$ cat src/rtl/ast_rr_arbiter.sv
// ast_rr_arbiter: packet-locked round-robin arbiter in front of the width converter.
// One output register stage; data, empty and channel pass through unchanged.
module ast_rr_arbiter #(
    parameter int N_SRC     = 4,
    parameter int DATA_W    = 64,
    parameter int EMPTY_W   = 3,
    parameter int CHANNEL_W = 10,
    localparam int SRC_W    = (N_SRC > 1) ? $clog2(N_SRC) : 1
) (
    input  logic                       clk_i,
    input  logic                       srst_i,
    input  logic [N_SRC*DATA_W-1:0]    ast_data_i,
    input  logic [N_SRC-1:0]           ast_startofpacket_i,
    input  logic [N_SRC-1:0]           ast_endofpacket_i,
    input  logic [N_SRC-1:0]           ast_valid_i,
    input  logic [N_SRC*EMPTY_W-1:0]   ast_empty_i,
    input  logic [N_SRC*CHANNEL_W-1:0] ast_channel_i,
    output logic [N_SRC-1:0]           ast_ready_o,
    output logic [DATA_W-1:0]          ast_data_o,
    output logic                       ast_startofpacket_o,
    output logic                       ast_endofpacket_o,
    output logic                       ast_valid_o,
    output logic [EMPTY_W-1:0]         ast_empty_o,
    output logic [CHANNEL_W-1:0]       ast_channel_o,
    input  logic                       ast_ready_i,
    output logic [SRC_W-1:0]           grant_o,
    output logic                       pkt_err_o
);

    typedef enum logic {IDLE, LOCKED} state_t;

    state_t                 state;
    logic [SRC_W-1:0]       g;
    logic [SRC_W-1:0]       rr_ptr;
    logic [SRC_W-1:0]       pick;
    logic [SRC_W-1:0]       next_ptr;
    logic                   found;
    logic                   first_beat;
    logic                   out_valid;
    logic                   g_ready;
    logic                   xfer;
    logic [DATA_W-1:0]      sel_data;
    logic                   sel_sop;
    logic                   sel_eop;
    logic [EMPTY_W-1:0]     sel_empty;
    logic [CHANNEL_W-1:0]   sel_channel;

    assign grant_o     = g;
    assign ast_valid_o = out_valid;

    assign sel_data    = ast_data_i[int'(g)*DATA_W +: DATA_W];
    assign sel_sop     = ast_startofpacket_i[g];
    assign sel_eop     = ast_endofpacket_i[g];
    assign sel_empty   = ast_empty_i[int'(g)*EMPTY_W +: EMPTY_W];
    assign sel_channel = ast_channel_i[int'(g)*CHANNEL_W +: CHANNEL_W];

    // Ready depends only on state and downstream ready, never on valid.
    assign g_ready = (state == LOCKED) && (!out_valid || ast_ready_i);
    assign xfer    = g_ready && ast_valid_i[g];

    assign next_ptr = (g == SRC_W'(N_SRC - 1)) ? '0 : g + 1'b1;

    always_comb begin
        ast_ready_o    = '0;
        ast_ready_o[g] = g_ready;
    end

    always_comb begin
        found = 1'b0;
        pick  = '0;
        for (int i = 0; i < N_SRC; i++) begin
            if (!found && ast_valid_i[(int'(rr_ptr) + i) % N_SRC]) begin
                found = 1'b1;
                pick  = SRC_W'((int'(rr_ptr) + i) % N_SRC);
            end
        end
    end

    always_ff @(posedge clk_i) begin
        if (srst_i) begin
            state               <= IDLE;
            g                   <= '0;
            rr_ptr              <= '0;
            first_beat          <= 1'b0;
            out_valid           <= 1'b0;
            ast_data_o          <= '0;
            ast_startofpacket_o <= 1'b0;
            ast_endofpacket_o   <= 1'b0;
            ast_empty_o         <= '0;
            ast_channel_o       <= '0;
            pkt_err_o           <= 1'b0;
        end else begin
            pkt_err_o <= 1'b0;
            unique case (state)
                IDLE: begin
                    if (found) begin
                        g          <= pick;
                        first_beat <= 1'b1;
                        state      <= LOCKED;
                    end
                end
                LOCKED: begin
                    if (xfer) begin
                        first_beat <= 1'b0;
                        // Missing SOP on the first beat or a stray SOP later.
                        pkt_err_o  <= first_beat ? !sel_sop : sel_sop;
                        if (sel_eop) begin
                            state  <= IDLE;
                            rr_ptr <= next_ptr;
                        end
                    end
                end
            endcase
            if (xfer) begin
                out_valid           <= 1'b1;
                ast_data_o          <= sel_data;
                ast_startofpacket_o <= sel_sop;
                ast_endofpacket_o   <= sel_eop;
                ast_empty_o         <= sel_empty;
                ast_channel_o       <= sel_channel;
            end else if (ast_ready_i) begin
                out_valid <= 1'b0;
            end
        end
    end

endmodule

$ cat config.mk
export PLATFORM = sky130hd
export DESIGN_NAME = ast_rr_arbiter
export DESIGN_NICKNAME = d
export VERILOG_FILES = /design/src/rtl/ast_rr_arbiter.sv
export SDC_FILE = /design/constraint.sdc
export NUM_CORES = 1
export LEC_CHECK = 0
export ABC_AREA = 1
export BUFFER_PORTS_ARGS = -buffer_cell sky130_fd_sc_hd__buf_2
export CAP_MARGIN = 20
export CORE_AREA = 2 2 159 161
export CTS_CLUSTER_SIZE = 40
export DETAILED_ROUTE_END_ITERATION = 16
export DIE_AREA = 0 0 161 163
export REMOVE_ABC_BUFFERS = 1
export SKIP_LAST_GASP = 1
export SLEW_MARGIN = 20
export SYNTH_ARGS = -nofsm -noshare
export SYNTH_HDL_FRONTEND = slang
export SYNTH_SLANG_ARGS = --single-unit
$ cat constraint.sdc
create_clock -name clk_i -period 2 [get_ports clk_i]
set_input_delay 0.4 -clock clk_i [delete_from_list [all_inputs] [get_ports clk_i]]
set_output_delay 0.4 -clock clk_i [all_outputs]
set_load 0.05 [all_outputs]
==> summary.txt <==
Hold path
  • Worst hold start: srst_i
  • WHS Endpoint: first_beat
  • Hold crit path type: in -> reg
  • Hold depth: 2

Critical path
  • Worst-path fanout max: 14
  • Reg2reg end: ast_data_o[5]
  • Critical Path End Type: output port
  • Delay-heaviest family, CP: buffers and inverters
  • Critical-path cell list: inv_4 -> ha_1 -> inv_1 -> nor2_1 -> buf_2
  • Slowest-stage cell, CP: dfxtp_4
  • CP required: 1.60 ns
  • Crit Path Category: reg -> out
  • R2r setup slk: 0.26 ns
  • Worst path max stage delay: 0.40 ns
  • Crit path launch type: register
  • CP Buf/Inv Count: 3
  • R2R depth: 7
  • Crit. Startpoint: grant_o[0]
  • Reg-to-Reg Start: grant_o[0]
  • Worst Path Arrival: 1.51 ns

Drt
  • WL/cell: 13.8 um
  • DRT antenna net count: 0
  • Routed vias: 7331
  • DRC viols: 0
  • Total Routed Length: 22.0 mm
  • Vias per std cell: 4.59
  • Pre-antenna DRT Iters: 5
  • 1st-iter DRT viols: 443

Layout
  • Share of layout cells above drive strength 1: 0.352
  • Layout Area Growth over Synthesis: 46.3%
  • Register area: 0.00175 sq mm
  • Multi-input gate area: 0.00329 sq mm
  • # fillers: 2743
  • Post-route insts no fill: 1596
  • Final core utilization: 0.325
  • Layout net count: 1588
  • # diodes: 0

Placed design
  • DP Cell Count: 1580
  • DPL Wire Length: 16.4 mm
  • RD Place Congestion: 0.849
  • IO Port Bufs: 409

Logic synthesis
  • Sequential element share of the synthesized area: 0.317
  • Ranking of synthesized cells by area: dfxtp_1, nor2_1, o21ai_0
  • Distinct cell type count after synthesis: 26
  • Post-Syn Instances: 906
  • Yosys top cell by area: dfxtp_1
  • Post-synth top area share: 0.317
  • Synthesized area: 0.00549 sq mm
  • Mean Syn Cell Area: 6.06 sq um
  • Seq cells post-synth: 87
  • Synth warn: 0

Floorplan
  • Die H: 163 um
  • Core area: 0.0247 sq mm
  • Initial Utilization: 0.222
  • # IOs: 410
  • Die ar.: 0.0262 sq mm
  • Die Wd: 161 um
  • Cell Rows: 58

Timing
  • Slew headroom: 0.660
  • Number of setup violations in the final report: 0
  • Final period util: 0.955
  • Fmax: 524 MHz
  • Post-layout min period: 1.91 ns
  • Worst slew pin tran: 0.510 ns
  • Skew final: 0.0122 ns
  • Final Slew Violations: 0
  • RSZ-0062 raised after global routing: false
  • Hold Fails Final Rpt: 0

CTS
  • Clk buf depth: 2
  • CTS tree: yes
  • Root buf cell: clkbuf_16
  • CTS HTree Levels: 3
  • CTS Hold Bufs: 0
  • # clock sinks: 87
  • CTS Buf Count: 9
  • Clock Pin Slew Worst Setup and Hold Paths: 0.07 ns
  • Clock latency on the worst-skew pair: 0.34 ns

GRT
  • Initial antenna violation count: 0
  • Global Route Usage Sum: 0.158
  • Grt ovf: 0
  • Number of global-route vias before repair: 6621
  • Pin count of the biggest net entering global routing: 115
  • Global-route wire length before repair: 33.6 mm

Pwr
  • PwrDens: 1280 mW/mm^2
  • Pleak: 3.95 nW
  • Worst VDD drop: 727 uV
  • Tot Pwr: 10.3 mW

Run
  • Max Cap Viol: 0

Outcome
  • Outcome: finished, final reports clean
## registers in the layout, summed over array words and instances (netlist names)
register	count
ast_data_o	64
ast_channel_o	10
ast_empty_o	3
grant_o	2
rr_ptr	2
ast_endofpacket_o	1
ast_startofpacket_o	1
ast_valid_o	1
first_beat	1
pkt_err_o	1
state	1
## cell usage after synthesis
cell type,instances
ha_1,4
nand3_1,10
a31oi_1,77
buf_4,3
inv_1,15
nand3_2,1
a21oi_2,1
o21ai_0,193
inv_4,1
xor2_1,1
a21oi_1,9
inv_2,2
buf_2,29
nor2_1,320
clkinv_1,1
nor2_2,1
clkbuf_1,30
buf_6,6
o21ai_1,44
nand4_1,1
nor3_1,1
nand2_1,57
dfxtp_1,87
buf_1,10
o22ai_1,1
o211ai_1,1
## logic make-up (layout without fill, tap and decap cells)
family / after synthesis / after routing / share of synthesized area
adders and majority gates: 4 / 4 / 0.00912
and+or+nand+nor: 391 / 391 / 0.272
buffers and inverters: 97 / 457 / 0.0837
xor gates and xnor gates: 1 / 1 / 0.00160
DFF: 87 / 87 / 0.317
AOI/OAI and AO/OA: 326 / 326 / 0.316
## power breakdown
part / total [mW] / leakage, nW / internal [mW] / switching [mW]
sequential: 2.51 / 0.716 / 2.22 / 0.290
combinational: 6.15 / 3.11 / 1.72 / 4.43
clock: 1.64 / 0.131 / 0.913 / 0.731
## through the flow
| stage | hold slack, ns | setup WS, ns | cell area [sq um] | TNS [ns] |
|---|---|---|---|---|
| finish | 0.315 | 0.0908 | 8030 | 0 |
| global route | 0.300 | 0.0195 | 8030 | 0 |
| CTS | 0.288 | 0.0595 | 8030 | 0 |
| detailed placement | 0.470 | 0.239 | 7740 | 0 |
| global placement | 0.467 | 0.259 | 7740 | 0 |
| floorplan | 0.451 | -6.89 | 5100 | -562.06 |
## per-layer routing
metal  vias to the layer above  global-route usage  share of wire
met5                         -                   0              0
met4                         0              0.0479          0.020
met3                        28              0.0349          0.064
met2                       294               0.286           0.49
met1                      3234               0.186           0.43
li1                       3775                   -              -
## placed cells by master, fill, tap and decap left out, drive strengths merged
cell,instances
a21oi,10
a31oi,77
buf,421
clkbuf,13
clkinvlp,3
dfxtp,87
ha,4
inv,20
nand2,57
nand3,11
nand4,1
nor2,321
nor3,1
o211ai,1
o21ai,237
o22ai,1
xor2,1
## worst max path at each step
stage,to,slack (ns),depth (start not counted)
global route,ast_ready_o[2],0.02,5
CTS,ast_ready_o[0],0.06,5
finish,ast_ready_o[2],0.09,5
floorplan,rr_ptr[0],-6.89,7
global placement,first_beat,0.26,9
detailed placement,first_beat,0.24,9
## cell type report
cell class | instances | share of cell area
clock buffers | 12 | 0.0319
clock inverters | 4 | 0.00358
inverters | 19 | 0.00919
multi-input cells | 722 | 0.410
flip-flops and latches | 87 | 0.218
well taps | 330 | 0.0514
repair buffers | 422 | 0.276
## what timing repair did
item                       4_1_cts  5_1_grt
resized for setup                1        1
setup buffers                    0        0
setup endpoints to repair        1        1
Power figures use the tool's default switching activity.
